### config.mk
export PLATFORM = sky130hd
export DESIGN_NAME = pc_seq_ctrl_flat
export DESIGN_NICKNAME = d
export VERILOG_FILES = /design/src/rtl/pc_seq_ctrl_if.sv /design/src/rtl/pc_seq_ctrl.sv /design/src/flat_wrapper.sv
export SDC_FILE = /design/constraint.sdc
export NUM_CORES = 1
export LEC_CHECK = 0
export ABC_CLOCK_PERIOD_IN_PS = 5200
export CORE_UTILIZATION = 32
export CTS_BUF_LIST = sky130_fd_sc_hd__clkbuf_16
export DETAILED_ROUTE_END_ITERATION = 10
export PLACE_DENSITY = 0.87
export SYNTH_ARGS = -nofsm -noshare
export SYNTH_HDL_FRONTEND = slang
export SYNTH_SLANG_ARGS = --single-unit
### constraint.sdc
create_clock -name clk -period 5.2 [get_ports clk]
set_clock_uncertainty 0.05 [all_clocks]
set_input_delay 1.04 -clock clk [delete_from_list [all_inputs] [get_ports clk]]
set_output_delay 1.04 -clock clk [all_outputs]
set_load 0.02 [all_outputs]
### src/rtl/pc_seq_ctrl_if.sv
// Purpose : groups the PC-sequencing control signals between the hazard sources / PC block and pc_seq_ctrl.
// Latency : none, this is wiring only.
// Backpressure: none. hazard_detected acts as the PC hold towards the PC block.
// Ports   : inputs are IF/ID rs/rt, ID/EX rt and load flag, branch_taken, jump_req and nxt_pc.
//           Outputs are hazard_detected, br_ctrl_mux_sel, jump_ctrl, ifid_flush, idex_bubble,
//           pc_halted, ctrl_state, stall_cnt and flush_cnt.
//           The master modport is the driving side (pipeline / PC block); the slave modport is the controller.
interface pc_seq_ctrl_if;
    logic [4:0]  ifid_rs;
    logic [4:0]  ifid_rt;
    logic [4:0]  idex_rt;
    logic        idex_mem_read;
    logic        branch_taken;
    logic        jump_req;
    logic [31:0] nxt_pc;

    logic        hazard_detected;
    logic        br_ctrl_mux_sel;
    logic        jump_ctrl;
    logic        ifid_flush;
    logic        idex_bubble;
    logic        pc_halted;
    logic [2:0]  ctrl_state;
    logic [15:0] stall_cnt;
    logic [15:0] flush_cnt;

    modport master (
        output ifid_rs, ifid_rt, idex_rt, idex_mem_read, branch_taken, jump_req, nxt_pc,
        input  hazard_detected, br_ctrl_mux_sel, jump_ctrl, ifid_flush, idex_bubble,
               pc_halted, ctrl_state, stall_cnt, flush_cnt
    );

    modport slave (
        input  ifid_rs, ifid_rt, idex_rt, idex_mem_read, branch_taken, jump_req, nxt_pc,
        output hazard_detected, br_ctrl_mux_sel, jump_ctrl, ifid_flush, idex_bubble,
               pc_halted, ctrl_state, stall_cnt, flush_cnt
    );
endinterface

### src/rtl/pc_seq_ctrl.sv
// Purpose : fetch-stage PC sequencing. Decides stall / branch / jump / flush / halt-drain each cycle.
// Latency : redirect, stall and bubble controls are combinational (0 cycles). The state moves on the next clk.
// Backpressure: hazard_detected freezes the PC on a load-use stall, while draining and once halted.
// Ports   : clk, rst_n (async active-low); bus (pc_seq_ctrl_if.slave) carries every hazard input and control output.
// Option  : define PC_SEQ_PERF_EN to build the saturating 16-bit stall_cnt / flush_cnt counters.
//           Without it, both counters read as 0.
module pc_seq_ctrl #(
    parameter int unsigned HALT_PC_WORD   = 5,
    parameter int unsigned DRAIN_CYCLES   = 4,
    parameter int unsigned BR_FLUSH_SLOTS = 2
) (
    input  logic          clk,
    input  logic          rst_n,
    pc_seq_ctrl_if.slave  bus
);

    typedef enum logic [2:0] {
        ST_RUN    = 3'd0,
        ST_FLUSH  = 3'd1,
        ST_DRAIN  = 3'd2,
        ST_HALTED = 3'd3
    } state_t;

    // One counter serves both FLUSH and DRAIN, because the two states never overlap.
    // The counter width covers the largest legal parameter value (15).
    localparam logic [3:0]  FLUSH_LOAD = 4'(BR_FLUSH_SLOTS - 1);
    localparam logic [3:0]  DRAIN_LOAD = 4'(DRAIN_CYCLES - 1);
    localparam logic [29:0] HALT_WORD  = 30'(HALT_PC_WORD);
    localparam bit          USE_FLUSH  = (BR_FLUSH_SLOTS > 1);

    state_t     state_q, state_d;
    logic [3:0] cnt_q, cnt_d;

    logic load_use;
    logic halt_hit;
    logic redir_ok;
    logic take_br;
    logic take_jmp;
    logic redirect;
    logic stall;
    logic start_halt;

    always_comb begin
        load_use   = bus.idex_mem_read && (bus.idex_rt != 5'd0) &&
                     ((bus.idex_rt == bus.ifid_rs) || (bus.idex_rt == bus.ifid_rt));
        halt_hit   = (bus.nxt_pc[31:2] == HALT_WORD);
        redir_ok   = (state_q == ST_RUN) || (state_q == ST_FLUSH);
        // A branch outranks a jump in the same cycle, so the jump is dropped.
        take_br    = redir_ok && bus.branch_taken;
        take_jmp   = redir_ok && bus.jump_req && !bus.branch_taken;
        redirect   = take_br || take_jmp;
        // Load-use and halt are only honoured in RUN. While flushing, the IF/ID slot is being discarded anyway.
        stall      = (state_q == ST_RUN) && !redirect && load_use;
        start_halt = (state_q == ST_RUN) && !redirect && !load_use && halt_hit;
    end

    // Outputs that depend on inputs are gated by rst_n.
    // This keeps them at 0 for the whole reset assertion even while the inputs are active.
    assign bus.hazard_detected = rst_n && (stall || (state_q == ST_DRAIN) || (state_q == ST_HALTED));
    assign bus.br_ctrl_mux_sel = rst_n && take_br;
    assign bus.jump_ctrl       = rst_n && take_jmp;
    assign bus.ifid_flush      = rst_n && (redirect || (state_q == ST_FLUSH));
    assign bus.idex_bubble     = rst_n && (take_br || stall);
    assign bus.pc_halted       = (state_q == ST_HALTED);
    assign bus.ctrl_state      = state_q;

    // The FLUSH counter holds the number of FLUSH cycles still to come, so FLUSH exits when it would reach 0.
    // The DRAIN counter holds the number of extra DRAIN cycles, so DRAIN lasts DRAIN_CYCLES cycles in total.
    always_comb begin
        state_d = state_q;
        cnt_d   = cnt_q;
        case (state_q)
            ST_RUN, ST_FLUSH: begin
                if (redirect) begin
                    if (USE_FLUSH) begin
                        state_d = ST_FLUSH;
                        cnt_d   = FLUSH_LOAD;
                    end else begin
                        state_d = ST_RUN;
                        cnt_d   = 4'd0;
                    end
                end else if (state_q == ST_FLUSH) begin
                    if (cnt_q <= 4'd1) begin
                        state_d = ST_RUN;
                        cnt_d   = 4'd0;
                    end else begin
                        cnt_d   = cnt_q - 4'd1;
                    end
                end else if (start_halt) begin
                    state_d = ST_DRAIN;
                    cnt_d   = DRAIN_LOAD;
                end
            end
            ST_DRAIN: begin
                if (cnt_q == 4'd0) begin
                    state_d = ST_HALTED;
                end else begin
                    cnt_d   = cnt_q - 4'd1;
                end
            end
            ST_HALTED: begin
                state_d = ST_HALTED;
            end
            default: begin
                state_d = ST_RUN;
                cnt_d   = 4'd0;
            end
        endcase
    end

    always_ff @(posedge clk or negedge rst_n) begin
        if (!rst_n) begin
            state_q <= ST_RUN;
            cnt_q   <= 4'd0;
        end else begin
            state_q <= state_d;
            cnt_q   <= cnt_d;
        end
    end

`ifdef PC_SEQ_PERF_EN
    logic [15:0] stall_cnt_q, stall_cnt_d;
    logic [15:0] flush_cnt_q, flush_cnt_d;

    always_comb begin
        stall_cnt_d = stall_cnt_q;
        flush_cnt_d = flush_cnt_q;
        if (stall && (stall_cnt_q != 16'hFFFF)) begin
            stall_cnt_d = stall_cnt_q + 16'd1;
        end
        if (redirect && (flush_cnt_q != 16'hFFFF)) begin
            flush_cnt_d = flush_cnt_q + 16'd1;
        end
    end

    always_ff @(posedge clk or negedge rst_n) begin
        if (!rst_n) begin
            stall_cnt_q <= 16'd0;
            flush_cnt_q <= 16'd0;
        end else begin
            stall_cnt_q <= stall_cnt_d;
            flush_cnt_q <= flush_cnt_d;
        end
    end

    assign bus.stall_cnt = stall_cnt_q;
    assign bus.flush_cnt = flush_cnt_q;
`else
    assign bus.stall_cnt = 16'd0;
    assign bus.flush_cnt = 16'd0;
`endif

endmodule

### src/flat_wrapper.sv
// flat-port wrapper written by rule: the top's interface ports become plain ports
module pc_seq_ctrl_flat 
#(
    parameter int unsigned HALT_PC_WORD   = 5,
    parameter int unsigned DRAIN_CYCLES   = 4,
    parameter int unsigned BR_FLUSH_SLOTS = 2
)
  (clk, rst_n, bus_ifid_rs, bus_ifid_rt, bus_idex_rt, bus_idex_mem_read, bus_branch_taken, bus_jump_req, bus_nxt_pc, bus_hazard_detected, bus_br_ctrl_mux_sel, bus_jump_ctrl, bus_ifid_flush, bus_idex_bubble, bus_pc_halted, bus_ctrl_state, bus_stall_cnt, bus_flush_cnt);
  pc_seq_ctrl_if bus_i ();
  input  logic clk;
  input  logic rst_n;
  input wire logic [$bits(bus_i.ifid_rs)-1:0] bus_ifid_rs;
  input wire logic [$bits(bus_i.ifid_rt)-1:0] bus_ifid_rt;
  input wire logic [$bits(bus_i.idex_rt)-1:0] bus_idex_rt;
  input wire logic [$bits(bus_i.idex_mem_read)-1:0] bus_idex_mem_read;
  input wire logic [$bits(bus_i.branch_taken)-1:0] bus_branch_taken;
  input wire logic [$bits(bus_i.jump_req)-1:0] bus_jump_req;
  input wire logic [$bits(bus_i.nxt_pc)-1:0] bus_nxt_pc;
  output wire logic [$bits(bus_i.hazard_detected)-1:0] bus_hazard_detected;
  output wire logic [$bits(bus_i.br_ctrl_mux_sel)-1:0] bus_br_ctrl_mux_sel;
  output wire logic [$bits(bus_i.jump_ctrl)-1:0] bus_jump_ctrl;
  output wire logic [$bits(bus_i.ifid_flush)-1:0] bus_ifid_flush;
  output wire logic [$bits(bus_i.idex_bubble)-1:0] bus_idex_bubble;
  output wire logic [$bits(bus_i.pc_halted)-1:0] bus_pc_halted;
  output wire logic [$bits(bus_i.ctrl_state)-1:0] bus_ctrl_state;
  output wire logic [$bits(bus_i.stall_cnt)-1:0] bus_stall_cnt;
  output wire logic [$bits(bus_i.flush_cnt)-1:0] bus_flush_cnt;
  assign bus_i.ifid_rs = bus_ifid_rs;
  assign bus_i.ifid_rt = bus_ifid_rt;
  assign bus_i.idex_rt = bus_idex_rt;
  assign bus_i.idex_mem_read = bus_idex_mem_read;
  assign bus_i.branch_taken = bus_branch_taken;
  assign bus_i.jump_req = bus_jump_req;
  assign bus_i.nxt_pc = bus_nxt_pc;
  assign bus_hazard_detected = bus_i.hazard_detected;
  assign bus_br_ctrl_mux_sel = bus_i.br_ctrl_mux_sel;
  assign bus_jump_ctrl = bus_i.jump_ctrl;
  assign bus_ifid_flush = bus_i.ifid_flush;
  assign bus_idex_bubble = bus_i.idex_bubble;
  assign bus_pc_halted = bus_i.pc_halted;
  assign bus_ctrl_state = bus_i.ctrl_state;
  assign bus_stall_cnt = bus_i.stall_cnt;
  assign bus_flush_cnt = bus_i.flush_cnt;
  pc_seq_ctrl #(.HALT_PC_WORD(HALT_PC_WORD), .DRAIN_CYCLES(DRAIN_CYCLES), .BR_FLUSH_SLOTS(BR_FLUSH_SLOTS)) u_core (.clk(clk), .rst_n(rst_n), .bus(bus_i));
endmodule
==> flow_summary.toml <==
[cts]
postCtsHoldBufs = 0
clk_pin_slew_worst_paths_ns = 0.03
cts_buffer_depth = 2
clock_latency_ns = 0.22
clock_sinks = 6
cts_setup_buffers = 0
cts_tree = "built"
root_buffer = "clkbuf_16"
htreeDepth = 1
cts_resized = 0
numCtsBuffers = 3

[logic_synthesis]
synth_mux_area_share_pct = 1.08
synth_edf_count = 0
synth_fa_ha_area_share_pct = 2.71
dominantRegCellSynth = "dfrtp_1"
synth-simple-area-share_pct = 25.2
ys_types = 36
synth_top_cell_by_area = "buf_4"
syn_inst = 118
synth_warnings = 0
synth_area_sq_um = 925
async_flop_share_pct = 100
synth_compound_gate_area_share_pct = 15.2
synth_seq_area_share_pct = 16.2
avgSynthCellArea_sq_um = 7.84
synth_top_family_by_area = "buffers and inverters"
ys_seq_elements = 6
yosys.area_share.xor_xnor_pct = 10.4
yosys-top-cells-area = "buf_4, dfrtp_1, xor2_1, nor4_1, nor2_1"
synth_top_area_share_pct = 26.8

[floorplan]
coreArea_sq_um = 2760
initial_utilization_pct = 33.5
die_h_microns = 55.8
die_area_sq_um = 3110
dieWidth_microns = 55.8
io_pins = 93
rows = 19

[min_path]
hp-start = "u_core.cnt_q[3]"
hold_class = "reg2reg"

[global_routing]
grt_pass1_vias = 871
grt_use_total_pct = 14.3
grt_max_degree = 17
grt_pass1_wl_microns = 3570
grt_overflow_total = 0
antenna_found_initial = 0

[drt]
drt_iter0_markers = 22
drcViolationCount = 0
viasPerCell = 4.60
dr.pass1.iters = 4
vias = 948
wl_microns = 2220
post_drt_wl_per_cell_microns = 10.8
final_antenna_net_count = 0

[placement]
port_buffers = 57
hpwl_microns = 1920
gp_congestion = 0.819
pre_cts_ws_ns = 0.833
dp.cells = 203

[critical_path]
endpoint_kind = "primary output"
critical_path_peak_fanout = 7
r2r_start = "u_core.cnt_q[0]"
crit_required_ns = 4.11
worstPathArrival_ns = 3.27
critPathKind = "in2out"
worstSetupStartpoint = "bus_idex_rt[1]"
r2r_slack_ns = 3.14
start_kind = "input pin"

[timing]
post-route-period-util_pct = 83.8
setup_tns_ns = 0
finalMaxSlewViolations = 0
final_hold_viol_count = 0
period_minus_slack_ns = 4.36
finalSetupViolCount = 0
fmax_ghz = 0.230
grt_setup_unrepaired = "no"
layout_setup_ws_ns = 0.843

[power_and_ir_drop]
irDropWorstVdd_uv = 340
p_leak_nw = 0.628
power_density_nw_per_um2 = 185

[status]
status = "complete, no violations"

[layout]
fin_nets = 231
syn_to_final_growth_pct = 59.4
antenna_cells = 0
layout.cells.non_filler = 206
drive_above_1_share_pct = 3.43

[run]
cap_violations = 0
[where the power goes]
part	switching [mW]	internal [mW]
logic	0.0481	0.0494
registers	0.00308	0.0489
clock network	0.0250	0.0986
[layout by cell type, fill, tap and decap left out, types with 2 or more instances in the layout]
master           count
clkdlybuf4s50_1     57
conb_1              33
xor2_1              10
nor2_1               9
nor4_1               6
dfrtp_1              6
nor3_1               5
a22oi_1              4
inv_1                3
nand2_1              3
o21ai_0              3
o31ai_1              3
clkbuf_16            3
o21a_1               2
nor4bb_1             2
nor3b_1              2
a21oi_1              2
nand2b_1             2
nand4_1              2
ha_1                 2
[logic make-up (layout without fill, tap and decap cells)]
group / count (synthesis) / in the layout
other cells: 1 / 33
mux: 1 / 1
compound gates: 20 / 20
simple gates: 39 / 39
buf+inv: 38 / 63
xor+xnor: 11 / 11
flops: 6 / 6
fa+ha+maj: 2 / 2
[path summary, 6_finish.rpt]
path                                   endpoint  depth (start not counted)
worst max-delay path            bus_idex_bubble                          7
worst min-delay path            u_core.cnt_q[3]                          1
worst max register to register  u_core.cnt_q[2]                          7
worst min register to register  u_core.cnt_q[3]                          1
max in group asynchronous       u_core.cnt_q[0]                          1
min in group asynchronous       u_core.cnt_q[2]                          1
[per-layer routing]
metal / vias up / global-route usage, % / routed length [microns]
met5: - / 0 / 0
met4: 0 / 3.57 / 10
met3: 2 / 4.42 / 179
met2: 52 / 26.0 / 1170
met1: 423 / 16.2 / 854
li1: 471 / - / -
[through the flow]
stage | hold WS (ns) | area, sq um | utilization, % | total power, mW
detailed placement | 0.435 | 1400 | 50.7 | 0.150
floorplan | 0.402 | 1040 | - | 0.119
finish | 0.442 | 1470 | 53.4 | 0.273
CTS | 0.443 | 1470 | 53.4 | 0.276
global route | 0.469 | 1470 | 53.4 | 0.287
global placement | 0.429 | 1400 | 50.7 | 0.148
[critical path: stages]
cell,delay (ns)
clkdlybuf4s50_1,0.48
xor2_1,0.19
nor3_1,0.19
a22oi_1,0.14
nor3_2,0.44
o21a_1,0.19
clkdlybuf4s50_1,0.60
[cell usage after synthesis, drive strengths merged (2+ instances only)]
cell type	count
dfrtp	6
ha	2
a22oi	4
nor4bb	2
nor4	6
nor3	6
buf	33
inv	3
nand4	2
a21oi	2
o31ai	3
o21ai	4
nor3b	2
o21a	2
nor2	9
nand2	3
xor2	10
nand2b	2
clkbuf	2
[area by class of cell]
| cell class | instances | area, sq um |
|---|---|---|
| Fill cell | 259 | 1280 |
| Multi-Input combinational cell | 106 | 628 |
| Timing Repair Buffer | 57 | 571 |
| Sequential cell | 6 | 150 |
| Clock buffer | 3 | 75.1 |
| Tap cell | 31 | 38.8 |
| Inverter | 3 | 11.3 |
[flip-flops by register name (all words and copies together), names as in the netlist]
register	cells
u_core.bus.ctrl_state	2
u_core.cnt_q	4
(Power assumes the default switching activity.)
==> patch, RTL diff (same flow settings) <==
The option `PC_SEQ_PERF_EN` is turned on by a define.
--- a/src/rtl/pc_seq_ctrl.sv
+++ b/src/rtl/pc_seq_ctrl.sv
@@ -4,6 +4,8 @@
 // Ports   : clk, rst_n (async active-low); bus (pc_seq_ctrl_if.slave) carries every hazard input and control output.
 // Option  : define PC_SEQ_PERF_EN to build the saturating 16-bit stall_cnt / flush_cnt counters.
 //           Without it, both counters read as 0.
+`define PC_SEQ_PERF_EN
+
 module pc_seq_ctrl #(
     parameter int unsigned HALT_PC_WORD   = 5,
     parameter int unsigned DRAIN_CYCLES   = 4,
Formal check against the unedited RTL: not equivalent (a bounded check fails within 4 cycles, from zero or initial values and one cycle with rst_n low).
==> patch against the unedited design <==
  * Area after synthesis up 140%
  * Count of clock-buffer cells in the layout up 2
  * Core utilization fell by 1.9 points
  * Worst setup slack gained 0.042 ns
  * Sequential cell count increased by 32
  * Final cell count rose by 88%
  * Routed wire length increased by 150%
  * Cell area is 130% higher
  * Total power grew to 3.7 times the old value
  * Critical path type unchanged
  * Critical endpoint is now bus_hazard_detected
  * Largest power group unchanged
==> patch: results (changes against the unedited design) <==
## Critical path
- worst setup path end: bus_hazard_detected, was bus_idex_bubble
- CP arrival: 3.22 ns, was 3.27 ns
- launch point of the worst reg-to-reg path: u_core.bus.ctrl_state[1], was u_core.cnt_q[0]
- Worst Setup SP: bus_idex_rt[2], was bus_idex_rt[1]
- delay of the slowest critical-path stage: 0.63 ns, was 0.60 ns
- R2R setup slack: 2.93 ns, was 3.14 ns
- worst reg2reg endpoint: u_core.bus.stall_cnt[12], was u_core.cnt_q[2]
- Worst Reg-to-Reg Cells: 6, was 7

## Routing
- wire length per cell after detailed routing: 14.3 um, was 10.8 um
- wirelength, routed: 5520 um, was 2220 um
- vias per cell: 5.17, was 4.60

## Synthesis
- share of the synthesized area in compound gates (AO/OA/AOI/OAI): 9.69%, was 15.2%
- synth top area cells: sky130_fd_sc_hd__dfrtp_1 (43%), sky130_fd_sc_hd__xor2_1 (12%), sky130_fd_sc_hd__xnor2_1 (3.6%), sky130_fd_sc_hd__nor4_1 (3.1%), sky130_fd_sc_hd__nand3_1 (2.9%), was sky130_fd_sc_hd__buf_4 (27%), sky130_fd_sc_hd__dfrtp_1 (16%), sky130_fd_sc_hd__xor2_1 (9.5%), sky130_fd_sc_hd__nor4_1 (4.1%), sky130_fd_sc_hd__nor2_1 (3.7%)
- Synth cell types: 46, was 36
- multiplexer area fraction after synthesis: 1.19%, was 1.08%
- synthesized netlist cell count: 215, was 118
- share of synthesized cell area in full adder, half adder and majority cells: 2.27%, was 2.71%

## Global routing
- via count of the first global-routing pass: 2018, was 871
- overall global routing resource usage: 15.9%, was 14.3%

## Timing
- fin crit share: 83.0%, was 83.8%

## Power
- P_comb: 0.260 mW, was 0.0975 mW
- PD cells: 305 mW/mm2, was 185 mW/mm2
- Seq power: 0.373 mW, was 0.0520 mW

## Cells and area
- proportion of layout cells with a drive suffix above 1: 7.74%, was 3.43%

## Placement
- worst-case setup slack after placement: 0.838 ns, was 0.833 ns
- number of placed cells counting well taps: 379, was 203
- count of input and output buffers: 89, was 57
- cell area after placement: 0.00316 mm2, was 0.00140 mm2
- placer's final routability congestion estimate: 0.834, was 0.819

## Run status
- result of the run: complete, no violations, unchanged

## Clocking
- clock transition at the register clock pins on the worst setup and hold paths after CTS: 0.06 ns, was 0.03 ns

## Hold path
- beginning of the worst hold path: u_core.bus.stall_cnt[11], was u_core.cnt_q[3]

[patch: changes by cell type after synthesis, moves of 8 or more]
cell	before	now
sky130_fd_sc_hd__nand3_1	0	13
sky130_fd_sc_hd__xor2_1	10	29
sky130_fd_sc_hd__buf_4	33	1
sky130_fd_sc_hd__dfrtp_1	6	38
sky130_fd_sc_hd__xnor2_1	1	9
sky130_fd_sc_hd__nand2_1	3	16
[patch: metal layers]
metal  GRT usage, %  routed length [um]  vias up  part of all wire (%)
met5              0                   0        -                     0
met4           4.31                  40        0                  0.73
met3           5.45                 425        5                   7.7
met2           27.9                2730       65                    50
met1           18.4                2320      963                    42
li1               -                   -      967                     -
[patch: layout make-up]
cell class	count	area [um2]
multi-input combinational	168	1190
clock inverter	3	63.8
clock buffer	5	125
inverter	5	18.8
fill	581	3150
timing repair buffer	91	901
tap	77	96.3
sequential	38	951
